File: src/rtl/sha256_pkg.sv
// ============================================================================
// Module   : sha256_pkg
// Brief    : Shared constants and streamer state type for the SHA-256 digest
//            output path.
// Revision : 1.0
// ============================================================================
`default_nettype none

package sha256_pkg;

  localparam int DIGEST_BITS  = 256;
  localparam int DIGEST_BYTES = DIGEST_BITS / 8;

  localparam logic [7:0] c_ascii_zero    = 8'h30;
  localparam logic [7:0] c_ascii_lower_a = 8'h61;

  typedef enum logic [1:0] {
    ST_IDLE    = 2'd0,
    ST_SEND    = 2'd1,
    ST_DRAINED = 2'd2
  } stream_state_e;

endpackage

`default_nettype wire

File: src/rtl/sha256_digest_streamer_if.sv
// ============================================================================
// Module   : sha256_digest_streamer_if
// Brief    : 8-bit valid/ready byte stream carrying the digest off chip.
// Revision : 1.0
// ============================================================================
`default_nettype none

interface sha256_digest_streamer_if;

  logic [7:0] byte_out;
  logic       byte_valid;
  logic       byte_ready;
  logic       byte_last;

  modport master (
    output byte_out,
    output byte_valid,
    output byte_last,
    input  byte_ready
  );

  modport slave (
    input  byte_out,
    input  byte_valid,
    input  byte_last,
    output byte_ready
  );

endinterface

`default_nettype wire

File: src/rtl/sha256_hex_nibble.sv
// ============================================================================
// Module   : sha256_hex_nibble
// Brief    : Maps a 4-bit nibble to its lowercase ASCII hex character.
// Revision : 1.0
// ============================================================================
`default_nettype none

module sha256_hex_nibble
  import sha256_pkg::*;
(
  input  logic [3:0] i_nibble,
  output logic [7:0] o_ascii
);

  always_comb begin
    if (i_nibble < 4'd10) begin
      o_ascii = c_ascii_zero + {4'b0000, i_nibble};
    end else begin
      o_ascii = c_ascii_lower_a + {4'b0000, i_nibble} - 8'd10;
    end
  end

endmodule

`default_nettype wire

File: src/rtl/sha256_digest_streamer.sv
// ============================================================================
// Module   : sha256_digest_streamer
// Brief    : Captures the digest on the first rise of hash_done and streams it
//            MSB byte first over a valid/ready byte interface, with replay.
//            Define SHA256_OUT_HEX_ASCII_EN to emit lowercase ASCII hex pairs.
// Revision : 1.0
// ============================================================================
`default_nettype none

module sha256_digest_streamer
  import sha256_pkg::*;
#(
  parameter int DIGEST_BITS = 256
) (
  input  logic                   clk,
  input  logic                   rst,
  input  logic [DIGEST_BITS-1:0] hash_in,
  input  logic                   hash_done,
  input  logic                   replay,
  sha256_digest_streamer_if.master stream,
  output logic                   busy,
  output logic                   have_digest
);

  localparam int DIGEST_BYTES = DIGEST_BITS / 8;
`ifdef SHA256_OUT_HEX_ASCII_EN
  localparam int N_XFER = 2 * DIGEST_BYTES;
`else
  localparam int N_XFER = DIGEST_BYTES;
`endif
  localparam int IDX_W    = $clog2(N_XFER);
  localparam int BYTE_W   = $clog2(DIGEST_BYTES);
  localparam logic [IDX_W-1:0] c_last_idx = IDX_W'(N_XFER - 1);

  stream_state_e          r_state;
  logic [DIGEST_BITS-1:0] r_digest;
  logic [IDX_W-1:0]       r_idx;
  logic                   r_done_prev;
  logic                   r_byte_valid;
  logic                   r_byte_last;
  logic                   r_have_digest;

  logic                   w_capture;
  logic                   w_xfer;
  logic [BYTE_W-1:0]      w_byte_idx;
  logic [7:0]             w_bytes [DIGEST_BYTES];
  logic [7:0]             w_byte;

  assign w_capture = hash_done & ~r_done_prev;
  assign w_xfer    = r_byte_valid & stream.byte_ready;

  // Byte 0 is the most significant byte of the digest.
  for (genvar gi = 0; gi < DIGEST_BYTES; gi++) begin : g_bytes
    assign w_bytes[gi] = r_digest[DIGEST_BITS-1-8*gi -: 8];
  end

`ifdef SHA256_OUT_HEX_ASCII_EN
  logic [3:0] w_nibble;
  logic [7:0] w_char;

  // Even character index carries the high nibble of the byte.
  assign w_byte_idx = r_idx[IDX_W-1:1];
  assign w_byte     = w_bytes[w_byte_idx];
  assign w_nibble   = r_idx[0] ? w_byte[3:0] : w_byte[7:4];

  sha256_hex_nibble u_hex_nibble (
    .i_nibble (w_nibble),
    .o_ascii  (w_char)
  );

  assign stream.byte_out = w_char;
`else
  assign w_byte_idx      = r_idx;
  assign w_byte          = w_bytes[w_byte_idx];
  assign stream.byte_out = w_byte;
`endif

  assign stream.byte_valid = r_byte_valid;
  assign stream.byte_last  = r_byte_last;
  assign busy              = (r_state == ST_SEND);
  assign have_digest       = r_have_digest;

  always_ff @(posedge clk or posedge rst) begin
    if (rst) begin
      r_state       <= ST_IDLE;
      r_digest      <= '0;
      r_idx         <= '0;
      r_done_prev   <= 1'b0;
      r_byte_valid  <= 1'b0;
      r_byte_last   <= 1'b0;
      r_have_digest <= 1'b0;
    end else begin
      r_done_prev <= hash_done;
      case (r_state)
        ST_IDLE: begin
          if (w_capture) begin
            r_digest      <= hash_in;
            r_idx         <= '0;
            r_have_digest <= 1'b1;
            r_byte_valid  <= 1'b1;
            r_byte_last   <= (c_last_idx == '0);
            r_state       <= ST_SEND;
          end
        end
        ST_SEND: begin
          if (w_xfer) begin
            if (r_idx == c_last_idx) begin
              r_idx        <= '0;
              r_byte_valid <= 1'b0;
              r_byte_last  <= 1'b0;
              r_state      <= ST_DRAINED;
            end else begin
              r_idx       <= r_idx + IDX_W'(1);
              r_byte_last <= ((r_idx + IDX_W'(1)) == c_last_idx);
            end
          end
        end
        ST_DRAINED: begin
          // Capture events are deliberately ignored here: the digest is kept until reset.
          if (replay) begin
            r_idx        <= '0;
            r_byte_valid <= 1'b1;
            r_byte_last  <= (c_last_idx == '0);
            r_state      <= ST_SEND;
          end
        end
        default: begin
          r_state      <= ST_IDLE;
          r_byte_valid <= 1'b0;
          r_byte_last  <= 1'b0;
        end
      endcase
    end
  end

endmodule

`default_nettype wire

File: src/flat_wrapper.sv
// flat-port wrapper written by rule: the top's interface ports become plain ports
module sha256_digest_streamer_flat import sha256_pkg::*;
#(
  parameter int DIGEST_BITS = 256
)
  (clk, rst, hash_in, hash_done, replay, busy, have_digest, stream_byte_out, stream_byte_valid, stream_byte_last, stream_byte_ready);
  sha256_digest_streamer_if stream_i ();
  input  logic clk;
  input  logic rst;
  input  logic [DIGEST_BITS-1:0] hash_in;
  input  logic hash_done;
  input  logic replay;
  output logic busy;
  output logic have_digest;
  output wire logic [$bits(stream_i.byte_out)-1:0] stream_byte_out;
  output wire logic [$bits(stream_i.byte_valid)-1:0] stream_byte_valid;
  output wire logic [$bits(stream_i.byte_last)-1:0] stream_byte_last;
  input wire logic [$bits(stream_i.byte_ready)-1:0] stream_byte_ready;
  assign stream_byte_out = stream_i.byte_out;
  assign stream_byte_valid = stream_i.byte_valid;
  assign stream_byte_last = stream_i.byte_last;
  assign stream_i.byte_ready = stream_byte_ready;
  sha256_digest_streamer #(.DIGEST_BITS(DIGEST_BITS)) u_core (.clk(clk), .rst(rst), .hash_in(hash_in), .hash_done(hash_done), .replay(replay), .stream(stream_i), .busy(busy), .have_digest(have_digest));
endmodule
File: config.mk
export PLATFORM = sky130hd
export DESIGN_NAME = sha256_digest_streamer_flat
export DESIGN_NICKNAME = d
export VERILOG_FILES = /design/src/rtl/sha256_pkg.sv /design/src/rtl/sha256_digest_streamer_if.sv /design/src/rtl/sha256_hex_nibble.sv /design/src/rtl/sha256_digest_streamer.sv /design/src/flat_wrapper.sv
export SDC_FILE = /design/constraint.sdc
export NUM_CORES = 1
export LEC_CHECK = 0
export CAP_MARGIN = 15
export CORE_UTILIZATION = 55
export CTS_CLUSTER_SIZE = 30
export DETAILED_ROUTE_END_ITERATION = 10
export HOLD_SLACK_MARGIN = 0.08
export PLACE_DENSITY = 0.93
export SYNTH_ARGS = -nofsm -noshare
export SYNTH_HDL_FRONTEND = slang
export SYNTH_SLANG_ARGS = --single-unit
File: constraint.sdc
create_clock -name clk -period 16.7 [get_ports clk]
set_clock_uncertainty 0.2 [all_clocks]
set_input_delay 1.67 -clock clk [delete_from_list [all_inputs] [get_ports clk]]
set_output_delay 1.67 -clock clk [all_outputs]
set_load 0.02 [all_outputs]
==> flow_summary.toml <==
[timing]
min_period_over_period = 0.347
slew_violations = 0
fmaxAchievable_mhz = 172
rsz_0062_raised_after_global_routing = "no"
hold_viol = 0
period_minus_slack_ns = 5.80
report.final.setup_viol = 0
final.setup.worst_slack_ns = 10.90
timing.slew.headroom = 0.290
setup-tns-final_ns = 0
worstMarginPinSlew_ns = 1.07

[global_route]
global_route.usage.met2 = 0.416
grt_use_met1 = 0.446
grt_start_max_net_pins = 116
overflow = 0
antenna_found_initial = 3
grt_first_pass_wirelength_um = 47700
first_global_vias = 7832
met3_usage = 0.0835
busiest_layer_in_global_routing = "met1"
groute.usage.overall = 0.294

[yosys]
synth-edff-count = 0
most_used_standard_cell_by_instance_count_after_synthesis = "dfrtp_1"
syn_area_per_cell_um2 = 17.1
postSynthNetCount = 967
most_frequent_cells_after_synthesis = "dfrtp_1 (267), mux2_1 (257), mux4_2 (80)"
post_synth_instance_area_um2 = 12000
largest_cells_by_area_after_synthesis = "dfrtp_1 (56%), mux2_1 (24%), mux4_2 (15%)"
synth_area_leader_cell = "dfrtp_1"
synth_warnings = 0
ys_seq_area_frac = 0.556
synth_cells = 703
ys_seq_elements = 267
netlist.area_leader.share = 0.556
post_synth_num_cell_types = 30
synth_async_sr_flop_share = 1.00
dominantRegCellSynth = "dfrtp_1"

[worst_setup_path]
crit_path_max_incr_delay_ns = 0.84
worst-r2r-cell-count = 4
critPathMostFrequentCell = "mux4_2"
required_time_of_the_critical_path_ns = 14.83
crit_path_start_kind = "flop"
worstSetupStartpoint = "u_core.r_idx[1]$_DFFE_PP0P_"
crit-reg2reg-launch = "u_core.r_state[0]$_DFFE_PP0P_"
critical_path.endpoint_type = "primary output"
crit_slowest_cell = "buf_4"
arrival_ns = 3.93
worst-setup-path-type = "flop to primary output"
critical_path_peak_fanout = 58
timing.critical_path.cells = "buf_4, mux4_2, mux4_2, mux2_2, clkdlybuf4s50_1"

[min_path]
worst_hold_path_type = "flop to flop"
hold_start = "u_core.have_digest$_DFFE_PP0P_"
worst_hold_path.num_cells = 1

[route]
drt_pass1_iterations = 4
violation_count_after_the_first_detailed_route_iteration = 452
wl_per_cell_um = 25.4
drt_wl_total_um = 31900
total_via_count_after_detailed_routing = 7468
remaining_drc_errors = 0
drtAntennaViolNets = 0
detail_route.vias_per_cell = 5.94

[power_and_ir_drop]
power-per-cell-area_nw_per_um2 = 163
static-leakage-power_nw = 6.34
ir_drop_uv = 107

[placement]
routabilityCongestion = 0.890
dp_slack_ns = 11.37
io_buffer_count = 272
hpwl_um = 23100

[layout]
post_route_cells_drive_above_1_share = 0.146
fillers = 1293
syn2layout_area_growth_pct = 31.4
final_nets = 1227

[clock_network]
htreeDepth = 1
post_cts_resized = 0
clkLatencyLatePin_ns = 0.52
post-cts-setup-buffer-count = 0
cts-buffers-inserted = 27
cts.root.buffer_cell = "clkbuf_16"
clkSlewWorstSetupHoldPaths_ns = 0.06
cts_sinks = 267
cts_tree = "done"
cts-root-to-sink-buffers = 3
post_cts_hold_buffer_count = 0

[run]
drv.max_cap_violation_count = 0

[floorplan]
chipHeight_um = 150
pin_count = 273
initial_utilization = 0.566
floorplan.rows = 53
die-area_um2 = 22400
core_area_um2 = 21200
die_w_um = 150

[run_status]
status = "complete, no violations"
[per-layer routing]
layer,routed length (µm),vias to the layer above
met4,918,0
li1,-,3166
met3,3520,51
met2,13600,379
met5,0,-
met1,13800,3872
[worst max-delay path: cells and delay by family, from the launching register on]
family	cells	cell delay, ns
buffers and inverters	2	1.38
flip-flops	1	0.54
multiplexers	3	1.43
[power breakdown]
part / switching (mW) / internal (mW)
Clock: 0.243 / 0.339
Sequential: 0.254 / 0.927
Combinational: 0.282 / 0.527
Total: 0.778 / 1.79
[cell usage in the layout, fill, tap and decap left out, types with 3 or more instances in the layout]
cell type	n
buf_4	8
dfrtp_1	265
o2bb2ai_1	4
mux2_1	257
nand2_1	4
clkbuf_1	4
clkdlybuf4s50_1	272
mux2_2	9
clkbuf_16	27
nand3_1	3
clkinv_2	3
nor2_1	5
clkbuf_8	10
mux4_2	80
ha_1	3
[cells by family after synthesis]
group / Yosys count / synth area share
compound gates: 11 / 0.00709
xor+xnor: 2 / 0.00146
fa+ha+maj: 3 / 0.00313
buf+inv: 52 / 0.0216
flops: 267 / 0.556
mux: 346 / 0.400
simple gates: 22 / 0.0108
[per-stage QoR]
| stage | cell area [µm²] | hold slack [ns] | power [mW] | std cells | util |
|---|---|---|---|---|---|
| final | 15800 | 0.279 | 2.57 | 1257 | 0.743 |
| after global routing | 15800 | 0.297 | 2.69 | 1257 | 0.743 |
| after CTS | 15800 | 0.284 | 2.58 | 1255 | 0.743 |
| after detailed placement | 14900 | 0.261 | 1.98 | 1209 | 0.703 |
| after global placement | 14900 | 0.262 | 1.94 | 1209 | 0.703 |
| after floorplan | 12000 | 0.252 | 1.65 | 703 | - |
[cell type report]
cell class | instances | area, µm² | area share
clock buffers | 41 | 828 | 0.0525
clock inverters | 5 | 32.5 | 0.00206
multi-input cells | 384 | 5080 | 0.322
diodes | 2 | 5.00 | 0.000317
well taps | 275 | 344 | 0.0218
repair buffers | 280 | 2780 | 0.176
flip-flops and latches | 267 | 6690 | 0.424
inverters | 3 | 18.8 | 0.00119
[registers in the layout (all words and copies together) (netlist names)]
| signal | flops |
|---|---|
| u_core.have_digest | 1 |
| u_core.r_digest | 256 |
| u_core.r_done_prev | 1 |
| u_core.r_idx | 5 |
| u_core.r_state | 2 |
| u_core.stream.byte_last | 1 |
| u_core.stream.byte_valid | 1 |
[path summary, 6_finish.rpt]
| check | endpoint | slack, ns |
|---|---|---|
| setup / recovery | stream_byte_out[3] | 10.90 |
| hold / removal | u_core.have_digest$_DFFE_PP0P_ | 0.28 |
| setup reg to reg | u_core.r_digest[193]$_DFFE_PP0P_ | 13.61 |
| hold reg to reg | u_core.have_digest$_DFFE_PP0P_ | 0.28 |
| max in group asynchronous | u_core.r_idx[1]$_DFFE_PP0P_ | 12.34 |
| min in group asynchronous | u_core.r_digest[184]$_DFFE_PP0P_ | 1.48 |
(Power assumes the default switching activity.)
